===== src/rtl/centroid_update_if.sv =====
// Beat stream in (label, x, y, last) and centroid result stream out.
// The master drives beats and accepts results; the slave is the accumulator.
interface centroid_update_if #(
  parameter int DW = 8
);
  logic          in_valid;
  logic          in_ready;
  logic [1:0]    in_label;
  logic [DW-1:0] in_x;
  logic [DW-1:0] in_y;
  logic          in_last;
  logic          out_valid;
  logic          out_ready;
  logic [1:0]    out_id;
  logic [DW-1:0] out_x;
  logic [DW-1:0] out_y;
  logic          out_empty;

  modport master (
    output in_valid, in_label, in_x, in_y, in_last, out_ready,
    input  in_ready, out_valid, out_id, out_x, out_y, out_empty
  );

  modport slave (
    input  in_valid, in_label, in_x, in_y, in_last, out_ready,
    output in_ready, out_valid, out_id, out_x, out_y, out_empty
  );
endinterface


===== src/rtl/centroid_update.sv =====
// Per-cluster coordinate accumulator for 4 K-means clusters; emits one mean
// per cluster at frame end using two parallel restoring dividers.
//
// state | meaning
// ACCUM | accept beats, add into sum/count of the labelled cluster
// DIV   | load divider for cluster k, then SW shift/subtract steps
// OUT   | present result k until the downstream handshake
module centroid_update #(
  parameter int DW = 8,
  parameter int CW = 10
) (
  input  logic              clk,
  input  logic              reset,
  centroid_update_if.slave  bus,
  output logic              ovf,
  output logic              busy
);

  localparam int SW = DW + CW;
  localparam int IW = $clog2(SW + 1);
  localparam logic [CW-1:0] CNT_MAX  = '1;
  localparam logic [IW-1:0] ITR_LAST = IW'(SW);

  typedef enum logic [1:0] {
    ACCUM = 2'd0,
    DIV   = 2'd1,
    OUT   = 2'd2
  } state_t;

  state_t state, state_nxt;

  logic [SW-1:0] sum_x [4];
  logic [SW-1:0] sum_y [4];
  logic [CW-1:0] cnt   [4];

  logic [1:0]    k;
  logic [IW-1:0] itr;
  logic [SW-1:0] qx, qy;
  logic [CW-1:0] rx, ry;

  logic [1:0]    out_id_q;
  logic [DW-1:0] out_x_q, out_y_q;
  logic          out_empty_q;

  logic [CW-1:0] cnt_k;
  logic          div_done;
  logic [CW:0]   shx, shy, dfx, dfy;
  logic          gex, gey;
  logic [SW-1:0] nqx, nqy;
  logic [CW-1:0] nrx, nry;

  // Divisor and dividends stay untouched in their arrays while a cluster divides.
  always_comb begin
    cnt_k    = cnt[k];
    div_done = (itr != '0) && ((cnt_k == '0) || (itr == ITR_LAST));
    shx      = {rx, qx[SW-1]};
    shy      = {ry, qy[SW-1]};
    gex      = (shx >= {1'b0, cnt_k});
    gey      = (shy >= {1'b0, cnt_k});
    dfx      = gex ? (shx - {1'b0, cnt_k}) : shx;
    dfy      = gey ? (shy - {1'b0, cnt_k}) : shy;
    nrx      = dfx[CW-1:0];
    nry      = dfy[CW-1:0];
    nqx      = {qx[SW-2:0], gex};
    nqy      = {qy[SW-2:0], gey};
  end

  always_ff @(posedge clk or negedge reset) begin
    if (!reset) begin
      state <= ACCUM;
    end else begin
      state <= state_nxt;
    end
  end

  always_comb begin
    state_nxt = state;
    case (state)
      ACCUM: if (bus.in_valid && bus.in_last) state_nxt = DIV;
      DIV:   if (div_done) state_nxt = OUT;
      OUT:   if (bus.out_ready) state_nxt = (k == 2'd3) ? ACCUM : DIV;
      default: state_nxt = ACCUM;
    endcase
  end

  always_comb begin
    bus.in_ready  = (state == ACCUM);
    bus.out_valid = (state == OUT);
    busy          = (state != ACCUM);
  end

  assign bus.out_id    = out_id_q;
  assign bus.out_x     = out_x_q;
  assign bus.out_y     = out_y_q;
  assign bus.out_empty = out_empty_q;

  always_ff @(posedge clk or negedge reset) begin
    if (!reset) begin
      for (int i = 0; i < 4; i++) begin
        sum_x[i] <= '0;
        sum_y[i] <= '0;
        cnt[i]   <= '0;
      end
      ovf         <= 1'b0;
      k           <= '0;
      itr         <= '0;
      qx          <= '0;
      qy          <= '0;
      rx          <= '0;
      ry          <= '0;
      out_id_q    <= '0;
      out_x_q     <= '0;
      out_y_q     <= '0;
      out_empty_q <= 1'b0;
    end else begin
      case (state)
        ACCUM: begin
          if (bus.in_valid) begin
            // A saturated cluster drops the point entirely so its mean stays exact.
            if (cnt[bus.in_label] == CNT_MAX) begin
              ovf <= 1'b1;
            end else begin
              sum_x[bus.in_label] <= sum_x[bus.in_label] + {{CW{1'b0}}, bus.in_x};
              sum_y[bus.in_label] <= sum_y[bus.in_label] + {{CW{1'b0}}, bus.in_y};
              cnt[bus.in_label]   <= cnt[bus.in_label] + 1'b1;
            end
            if (bus.in_last) begin
              k   <= '0;
              itr <= '0;
            end
          end
        end
        DIV: begin
          if (itr == '0) begin
            qx  <= sum_x[k];
            qy  <= sum_y[k];
            rx  <= '0;
            ry  <= '0;
            itr <= IW'(1);
          end else if (cnt_k == '0) begin
            out_id_q    <= k;
            out_x_q     <= '0;
            out_y_q     <= '0;
            out_empty_q <= 1'b1;
            itr         <= '0;
          end else begin
            qx <= nqx;
            qy <= nqy;
            rx <= nrx;
            ry <= nry;
            if (itr == ITR_LAST) begin
              out_id_q    <= k;
              out_x_q     <= nqx[DW-1:0];
              out_y_q     <= nqy[DW-1:0];
              out_empty_q <= 1'b0;
              itr         <= '0;
            end else begin
              itr <= itr + 1'b1;
            end
          end
        end
        OUT: begin
          if (bus.out_ready) begin
            k <= k + 2'd1;
            if (k == 2'd3) begin
              for (int i = 0; i < 4; i++) begin
                sum_x[i] <= '0;
                sum_y[i] <= '0;
                cnt[i]   <= '0;
              end
              ovf <= 1'b0;
            end
          end
        end
        default: ;
      endcase
    end
  end

endmodule

===== src/flat_wrapper.sv =====
// flat-port wrapper written by rule: the top's interface ports become plain ports
module centroid_update_flat 
#(
  parameter int DW = 8,
  parameter int CW = 10
)
  (clk, reset, ovf, busy, bus_in_valid, bus_in_label, bus_in_x, bus_in_y, bus_in_last, bus_out_ready, bus_in_ready, bus_out_valid, bus_out_id, bus_out_x, bus_out_y, bus_out_empty);
  centroid_update_if #(.DW(DW)) bus_i ();
  input  logic clk;
  input  logic reset;
  output logic ovf;
  output logic busy;
  input wire logic [$bits(bus_i.in_valid)-1:0] bus_in_valid;
  input wire logic [$bits(bus_i.in_label)-1:0] bus_in_label;
  input wire logic [$bits(bus_i.in_x)-1:0] bus_in_x;
  input wire logic [$bits(bus_i.in_y)-1:0] bus_in_y;
  input wire logic [$bits(bus_i.in_last)-1:0] bus_in_last;
  input wire logic [$bits(bus_i.out_ready)-1:0] bus_out_ready;
  output wire logic [$bits(bus_i.in_ready)-1:0] bus_in_ready;
  output wire logic [$bits(bus_i.out_valid)-1:0] bus_out_valid;
  output wire logic [$bits(bus_i.out_id)-1:0] bus_out_id;
  output wire logic [$bits(bus_i.out_x)-1:0] bus_out_x;
  output wire logic [$bits(bus_i.out_y)-1:0] bus_out_y;
  output wire logic [$bits(bus_i.out_empty)-1:0] bus_out_empty;
  assign bus_i.in_valid = bus_in_valid;
  assign bus_i.in_label = bus_in_label;
  assign bus_i.in_x = bus_in_x;
  assign bus_i.in_y = bus_in_y;
  assign bus_i.in_last = bus_in_last;
  assign bus_i.out_ready = bus_out_ready;
  assign bus_in_ready = bus_i.in_ready;
  assign bus_out_valid = bus_i.out_valid;
  assign bus_out_id = bus_i.out_id;
  assign bus_out_x = bus_i.out_x;
  assign bus_out_y = bus_i.out_y;
  assign bus_out_empty = bus_i.out_empty;
  centroid_update #(.DW(DW), .CW(CW)) u_core (.clk(clk), .reset(reset), .bus(bus_i), .ovf(ovf), .busy(busy));
endmodule

===== config.mk =====
export PLATFORM = sky130hd
export DESIGN_NAME = centroid_update_flat
export DESIGN_NICKNAME = d
export VERILOG_FILES = /design/src/rtl/centroid_update_if.sv /design/src/rtl/centroid_update.sv /design/src/flat_wrapper.sv
export SDC_FILE = /design/constraint.sdc
export NUM_CORES = 1
export LEC_CHECK = 0
export CAP_MARGIN = 20
export CORE_MARGIN = 5
export CORE_UTILIZATION = 65
export DETAILED_ROUTE_END_ITERATION = 8
export HOLD_SLACK_MARGIN = 0.1
export PLACE_DENSITY = 0.95
export SETUP_SLACK_MARGIN = 0.2
export SYNTH_ARGS = -nofsm -noshare
export SYNTH_HDL_FRONTEND = slang
export SYNTH_SLANG_ARGS = --single-unit

===== constraint.sdc =====
create_clock -name clk -period 7.29 [get_ports clk]
set_clock_uncertainty 0.05 [all_clocks]
set_input_delay 1.458 -clock clk [delete_from_list [all_inputs] [get_ports clk]]
set_output_delay 1.458 -clock clk [all_outputs]
set_load 0.05 [all_outputs]

Word level (Yosys, flattened, before mapping):

Index checks and enable logic that the tools add are counted.

* register bits after elaboration: 269
* input bits: 23
* logic and storage cells: 148

* $add $sub $neg: 7
* magnitude comparators: 5
* eq/ne operators: 14
* multiplexer cells: 76
* bitwise gates (word level): 3
* reduce and logical (&&, ||, !) cells: 19

Operator list (count)
* 72-bit two-way mux: 6
* 72-bit one-hot mux with 2 select lines: 2
* 18-bit two-way mux: 13
* 40-bit two-way mux: 4
* 18-bit binary-select mux with 2-bit select: 4
* 72-bit bitwise mux: 2
* 10-bit two-way mux: 11
* 40-bit one-hot mux with 2 select lines: 1
* 10-bit binary-select mux with 2-bit select: 2
* 40-bit bitwise mux: 1
* 18-bit by 8-bit adder with 18-bit output: 2
* 18-bit demux with 2-bit select: 1
* 8-bit two-way mux: 4
* 5-bit two-way mux: 5
* 11-bit by 10-bit greater-or-equal comparator with 1-bit output: 2
* 10-bit demux with 2-bit select: 1
* 10-bit subtractor: 2
* 2-bit two-way mux: 8
* 10-bit by 1-bit adder with 10-bit output (second input constant): 1
* 10-bit equality test (second input constant): 1
* 10-bit zero test: 1
* 2-bit by 1-bit inequality test with 1-bit output (second input constant): 5
* 5-bit one-hot mux with 2 select lines: 1
* 5-bit AND reduction: 2
* 23 further kinds: 42

Logic depth before layout (Yosys ltp):

Gate-level depths: netlist (run 1).

* depth after elaboration: 9
* depth in mapped cells: 16
* depth with buffers taken out: 11

Worst setup path before layout (run 1):

Ideal clock, no wire load.

* path type: input to register
* start: input port bus_in_label[0]
* end: register u_core.sum_y[16] (netlist name)
* setup time: 0.130 ns
* data arrival time: 5.151 ns
* data required time: 7.110 ns
* slack: 1.959 ns
* cell stages on the path: 16
* path buffers: 5
* path through: buf_4 buf_4 buf_2 buf_1 buf_2 mux4_2 ha_1 inv_1 fa_1 nor2b_1 o31a_1 a221oi_1 or2_2 nor2_1 xnor2_1 o2bb2ai_1

* word-level cells in the longest chain between the ends: 9
* elaborated cells between the ends (all ways): 20
* those cells by class: add/sub: 1; order compare: 2; eq/ne: 2; mux: 12; bitwise: 1; reduce/logical: 2

RTL lines
* start, declared: RTL line flat_wrapper.sv:14 `input wire logic [$bits(bus_i.in_label)-1:0] bus_in_label;`
* 2-bit NOT with 3-bit output (implied by the code) (*): RTL line centroid_update.sv:120, centroid_update.sv:124
* 18-bit binary-select mux with 2-bit select (tied with other cells): RTL line centroid_update.sv:124 `sum_y[bus.in_label] <= sum_y[bus.in_label] + {{CW{1'b0}}, bus.in_y};`
* 18-bit two-way mux (implied by the code) / 1-bit logical AND (equally long branches): RTL line centroid_update.sv:124
* 18-bit two-way mux (implied by the code): RTL line centroid_update.sv:124
* 18-bit by 8-bit adder with 18-bit output / 18-bit demux with 2-bit select (equally long branches): RTL line centroid_update.sv:124
* 72-bit bitwise mux: RTL line centroid_update.sv:124
* 72-bit two-way mux: RTL line centroid_update.sv:120 `if (cnt[bus.in_label] == CNT_MAX) begin`
* 72-bit two-way mux: RTL line centroid_update.sv:118 `if (bus.in_valid) begin`
* 72-bit one-hot mux with 2 select lines: RTL line centroid_update.sv:116 `case (state)`
* end signal, assigned by index: RTL line centroid_update.sv:124
* end, declared: RTL line centroid_update.sv:33 `logic [SW-1:0] sum_y [4];`

Mark *: on every way between the ends. The rest lies on a longest branch, timed or not. The select of a mux whose other input is x is not followed.
A chain may end at the register's enable or synchronous reset.

Final worst setup path (run 1):

* start: input port bus_in_label[1]
* end: register u_core.sum_x[5] (netlist name)

* word-level cells in the longest chain between the ends: 9
* elaborated cells between the ends (all ways): 20
* those cells by class: add/sub: 1; order compare: 2; eq/ne: 2; mux: 12; bitwise: 1; reduce/logical: 2

RTL lines
* 2-bit NOT with 3-bit output (implied by the code) (*): RTL line centroid_update.sv:120, centroid_update.sv:123
* 18-bit binary-select mux with 2-bit select (tied with other cells): RTL line centroid_update.sv:123 `sum_x[bus.in_label] <= sum_x[bus.in_label] + {{CW{1'b0}}, bus.in_x};`
* 18-bit two-way mux (implied by the code) / 1-bit logical AND (equally long branches): RTL line centroid_update.sv:123
* 18-bit two-way mux (implied by the code): RTL line centroid_update.sv:123
* 18-bit by 8-bit adder with 18-bit output / 18-bit demux with 2-bit select (equally long branches): RTL line centroid_update.sv:123
* 72-bit bitwise mux: RTL line centroid_update.sv:123
* 72-bit two-way mux: RTL line centroid_update.sv:120
* 72-bit two-way mux: RTL line centroid_update.sv:118
* 72-bit one-hot mux with 2 select lines: RTL line centroid_update.sv:116
* end signal, assigned by index: RTL line centroid_update.sv:123
* end, declared: RTL line centroid_update.sv:32 `logic [SW-1:0] sum_x [4];`

Marks and branches as above.

==> results of run 1 <==
[metal layers]
layer / part of all wire / track usage / routed length [um] / up-vias
li1: - / - / - / 4754
met4: 0.059 / 0.1763 / 2476 / 0
met1: 0.34 / 0.4141 / 14170 / 5784
met5: 0 / 0 / 0 / -
met3: 0.12 / 0.08015 / 5017 / 252
met2: 0.48 / 0.5335 / 20240 / 1030
[metrics by stage]
| stage | power (mW) | utilization |
|---|---|---|
| CTS | 6.943 | 0.7349 |
| global placement | 5.147 | 0.6923 |
| finish | 7.083 | 0.7358 |
| detailed placement | 5.351 | 0.6923 |
| global route | 7.414 | 0.7358 |
| floorplan | 4.509 | - |
[worst paths after layout]
kind	startpoint	endpoint	slack, ps	depth (start not counted)
setup / recovery	bus_in_label[1]	u_core.sum_x[5]	2160	10
max in group asynchronous	reset	u_core.k[0]	4640	2
setup reg to reg	u_core.k[1]	u_core.ry[4]	3070	11
hold reg to reg	u_core.rx[9]	u_core.rx[9]	450	2
min in group asynchronous	reset	u_core.sum_x[33]	970	1
hold / removal	u_core.rx[9]	u_core.rx[9]	450	2
[cells in the mapped netlist (2+ instances only)]
library cell,number
dfrtp_1,269
o2bb2ai_1,124
nand2_1,122
mux4_2,92
nor2_1,82
a22o_1,70
ha_1,41
a31oi_1,40
xnor2_1,40
clkbuf_1,38
a21oi_1,35
o21ai_0,35
inv_1,32
buf_2,23
nor2b_1,18
a21o_1,14
nand3_1,13
buf_4,11
buf_1,10
mux2i_1,10
o21a_1,10
xor2_1,10
nand4_1,9
nor4_1,8
a32o_1,7
nand2b_1,6
nor3_1,6
and3_1,5
or2_2,5
fa_1,4
nand2_2,4
o21ai_2,4
or3_1,4
a221oi_1,3
and2_1,3
o211ai_1,3
o22ai_1,3
o31a_1,3
a211oi_1,2
nand4b_1,2
nor4b_1,2
o2111ai_1,2
o31ai_1,2
[cells by family (layout without fill, tap and decap cells)]
logic type / after synthesis / in the layout / share of synthesized area
AOI/OAI and AO/OA: 363 / 363 / 0.1906
xor gates and xnor gates: 50 / 50 / 0.03009
adders and majority gates: 45 / 45 / 0.04075
and+or+nand+nor: 294 / 294 / 0.09164
DFF: 269 / 269 / 0.4625
buffers and inverters: 115 / 145 / 0.03447
muxes: 103 / 103 / 0.1500
[worst max-delay path: cells and delay by family]
| kind | cells | cell delay, ps |
|---|---|---|
| multiplexers | 1 | 310 |
| AO/OA/AOI/OAI | 2 | 620 |
| AND/OR/NAND/NOR | 4 | 1480 |
| buffers and inverters | 3 | 1640 |
[power breakdown]
group          switching, mW  total [mW]  internal (mW)
sequential             0.434        2.34           1.91
combinational           1.94        3.26           1.32
clock                  0.601        1.48          0.880
total                   2.97        7.08           4.11
[area by class of cell]
class                      count  area (sq um)
timing repair buffer          66         618.1
fill                        1218          5802
clock inverter                 8         118.9
clock buffer                  38         817.0
multi-input combinational    855          7392
inverter                      33         123.9
sequential                   269          6736
tap                          280         350.3
[sequential cells by signal, indices dropped and copies added, names as in the netlist, 8 cells and up]
| name | cells |
|---|---|
| u_core.sum_x | 72 |
| u_core.ry | 10 |
| u_core.sum_y | 72 |
| u_core.cnt | 40 |
| u_core.bus.out_y | 8 |
| u_core.qx | 18 |
| u_core.qy | 18 |
| u_core.bus.out_x | 8 |
| u_core.rx | 10 |
==> impl_metrics.toml, run 1 <==
[run_status]
status = "completed"

[clock_tree]
cts_sinks = 269
postCtsHoldBufs = 0
insertion_delay_ps = 560
tritoncts = "built"
cts_resized = 0
clockBufferDepth = 3
postCtsSetupBuffers = 0
clk_pin_slew_ps = 70
htreeDepth = 1
numCtsBuffers = 27
cts-root-buf = "clkbuf_16"

[synth]
synth_cells = 1239
ys_seq_area_frac = 0.4625
syn-cell-area_sq_um = 14560
synth_nets = 1307
synth_seq_cells = 269
synth_top_flop_cell = "dfrtp_1"
synth-edff-count = 0
netlist.top_cell.by_area = "dfrtp_1"
synth_top_area_share = 0.4625
synthArstFlopShare = 1.000
synth_area_leaders = "dfrtp_1 46%, mux4_2 14%, o2bb2ai_1 7.5%"
ys_warn_count = 0
ys_types = 56
avgSynthCellArea_sq_um = 11.75

[worst_setup_path]
cp_common_cell = "buf_4"
worstPathCellList = "buf_2 -> buf_4 -> mux4_2 -> nand2_1 -> or3_1 -> nor4_4 -> nor2_2 -> o21ai_4 -> buf_4 -> a22o_1"
cp_slowest_cell = "buf_2"
cpPeakStageDelay_ps = 660
worst_setup_path_start_kind = "primary input"
end_kind = "register"
path_class = "in2reg"
critPathArrivalTime_ps = 5570
worstPathRequired_ps = 7730
cp_max_fo = 33

[timing]
fmax_mhz = 195.1
finalCriticalPeriod_ps = 5126
fin_ws_ps = 2164
rsz0062_at_grt = "false"
fin_crit_sh = 0.7031
setup_viol = 0
finalHoldViolCount = 0
max_slew_margin = 0.1328
fin_hold_ws_ps = 453.4
slew_viol_final = 0
fin_setup_tns_ps = 0
worst_pin_slew_ps = 1301

[finish]
antenna_cells = 0
fin_area_sq_um = 16160
stdcell_count = 1549
final_cell_mix = "267 x dfrtp_1, 124 x o2bb2ai_1, 122 x nand2_1"
fin_nets = 1320
layout-drive-gt1-share = 0.1481
final_common_cell = "dfrtp_1"
syn2layout_area_growth_pct = 11.00

[grt]
grt_usage = 0.3293
overflow = 0
grt_pass1_wl_mm = 68.11
grt_max_degree = 144
antenna_found_initial = 0
grt_pass1_vias = 12640

[drt]
final_antenna_net_count = 0
dr.pass1.iters = 6
vias = 11820
viasPerCell = 7.631
drt_wl_total_mm = 41.91
wire_per_inst_um = 27.06
drtIter0Drc = 1621
drc = 0

[power_and_ir_drop]
leakage_nw = 6.672
ir_worst_vdd_mv = 0.3237
power.density_nw_per_um2 = 438.4

[floorplanning]
core-area_sq_um = 21960
ios = 46
start_util = 0.6628
fp.dieW_um = 159.6
dieArea_sq_um = 25480
die_y_um = 159.6
rows = 54

[placed_design]
io_buffer_count = 45
gp_congestion = 0.8999
dp.cells = 1502
dpl-instance-area_sq_um = 15200
hpwl_mm = 23.99
place_ws_ps = 1811

[hold_path]
hold_class = "reg2reg"

[job]
max-cap-violations = 0
No activity file was read; power rests on OpenSTA's default activity.
==> run 2, diff against run 1 <==
- CORE_UTILIZATION: 65 -> 56
- PLACE_DENSITY: 0.95 -> 0.89
- clock period: 7.29 -> 4.1 ns (I/O delays scaled with it)
==> impl_metrics.toml, run 2 (synthesized netlist as in run 1, its figures left out) <==
[job]
max-cap-violations = 0

[timing]
fin_setup_tns_ps = 0
finalCriticalPeriod_ps = 3657
fin_crit_sh = 0.8920
fmax_mhz = 273.4
rsz0062_at_grt = "false"
max_slew_margin = 0.4863
slew_viol_final = 0
finalHoldViolCount = 0
setup_viol = 0
fin_ws_ps = 442.6
worst_pin_slew_ps = 759.8

[finish]
fin_area_sq_um = 16550
multi_input_area_sq_um = 7408
stdcell_count = 1628
reg_top3 = "u_core.sum_x x72, u_core.sum_y x72, u_core.cnt x40"
syn2layout_area_growth_pct = 13.68
seqCellArea_sq_um = 6736
final_cell_mix = "267 x dfrtp_1, 124 x o2bb2ai_1, 122 x nand2_1"
nFillCells = 1821
layout-drive-gt1-share = 0.1640
final_common_cell = "dfrtp_1"
fin_nets = 1344
antenna_cells = 0

[placed_design]
io_buffer_count = 45
place_ws_ps = 80.40
dpl-instance-area_sq_um = 15600
gp_congestion = 0.8741
hpwl_mm = 25.01
dp.cells = 1582

[drt]
viasPerCell = 6.958
drt_wl_total_mm = 38.06
wire_per_inst_um = 23.38
vias = 11330
drtIter0Drc = 1374
final_antenna_net_count = 0
drc = 0
dr.pass1.iters = 5

[clock_tree]
postCtsSetupBuffers = 0
insertion_delay_ps = 550
tritoncts = "built"
cts_resized = 0
htreeDepth = 1
clockBufferDepth = 3
cts_sinks = 269
numCtsBuffers = 27
postCtsHoldBufs = 0
clk_pin_slew_ps = 60
cts-root-buf = "clkbuf_16"

[worst_setup_path]
worstPathRequired_ps = 4500
path_class = "reg2reg"
end_kind = "register"
reg2reg_from = "u_core.k[0]"
rr_worst_depth = 8
rr_endpoint = "u_core.sum_x[70]"
worst_setup_path_start_kind = "register"
endpoint = "u_core.sum_x[70]"
regToRegSetupSlack_ps = 440
cp_max_fo = 30
startpoint = "u_core.k[0]"
critPathArrivalTime_ps = 4060

[power_and_ir_drop]
power_frac_seq = 0.325
power.density_nw_per_um2 = 748.0
leakage_nw = 6.850
ir_worst_vdd_mv = 0.4717
p_int_mw = 7.428
switchingPower_mw = 4.948
clock_power_share = 0.215
swShare = 0.3998
p_comb_frac = 0.460

[hold_path]
hold_class = "in2async"

[floorplanning]
fp.dieW_um = 171.2
dieArea_sq_um = 29320
core-area_sq_um = 25840
start_util = 0.5633
rows = 59
ios = 46
die_y_um = 171.2

[grt]
grt_max_degree = 107
grt_pass1_vias = 11530
overflow = 0
antenna_found_initial = 0
grt_pass1_wl_mm = 62.78
grt_usage = 0.2652

[run_status]
status = "completed"
run 2: cell type report:
| type | instances | area share |
|---|---|---|
| tap | 335 | 0.02533 |
| sequential | 269 | 0.4071 |
| multi-input combinational | 855 | 0.4477 |
| inverter | 33 | 0.007486 |
| clock buffer | 35 | 0.04567 |
| clock inverter | 11 | 0.01157 |
| timing repair buffer | 90 | 0.05505 |
run 2: power groups by stage:
stage	Sequential [mW]	Clock [mW]	Combinational, mW
final	4.02	2.66	5.70
after global placement	3.98	0	5.34
after global routing	4.11	2.77	6.22
after CTS	4.00	2.67	5.63
after floorplan	3.83	0	4.21
after detailed placement	4.03	0	5.54
run 2: worst min-delay path by stage:
stage | startpoint | endpoint | slack (ps) | cells past startpoint
final | reset | u_core.bus.out_empty | 200 | 1
after global routing | reset | u_core.bus.out_empty | 270 | 1
after CTS | reset | u_core.bus.out_empty | 240 | 1
after detailed placement | u_core.rx[9] | u_core.rx[9] | 420 | 2
after global placement | u_core.rx[9] | u_core.rx[9] | 410 | 2
after floorplan | u_core.rx[9] | u_core.rx[9] | 390 | 2
run 2: through the flow:
stage | hold WS [ps] | power (mW) | util
6_report | 200.4 | 12.38 | 0.6404
3_3_place_gp | 408.2 | 9.319 | 0.6037
5_1_grt | 268.0 | 13.10 | 0.6404
3_5_place_dp | 423.0 | 9.572 | 0.6037
4_1_cts | 236.4 | 12.30 | 0.6404
2_1_floorplan | 390.9 | 8.036 | -
run 2: metal layers:
| layer | vias up | share of wire | global-route usage | routed length [um] |
|---|---|---|---|---|
| met1 | 5672 | 0.39 | 0.3721 | 14880 |
| li1 | 4820 | - | - | - |
| met3 | 112 | 0.10 | 0.05447 | 3887 |
| met2 | 724 | 0.48 | 0.4228 | 18320 |
| met5 | - | 0 | 0 | 0 |
| met4 | 0 | 0.026 | 0.08302 | 974 |
run 2: worst max-delay path, stage by stage, from the launching register on:
cell       delay, ps
dfrtp_4          710
buf_4            620
ha_1             310
nand3_1           90
a21o_1           370
nor3_1           600
nand2_2          340
buf_12           260
o2bb2ai_1        210
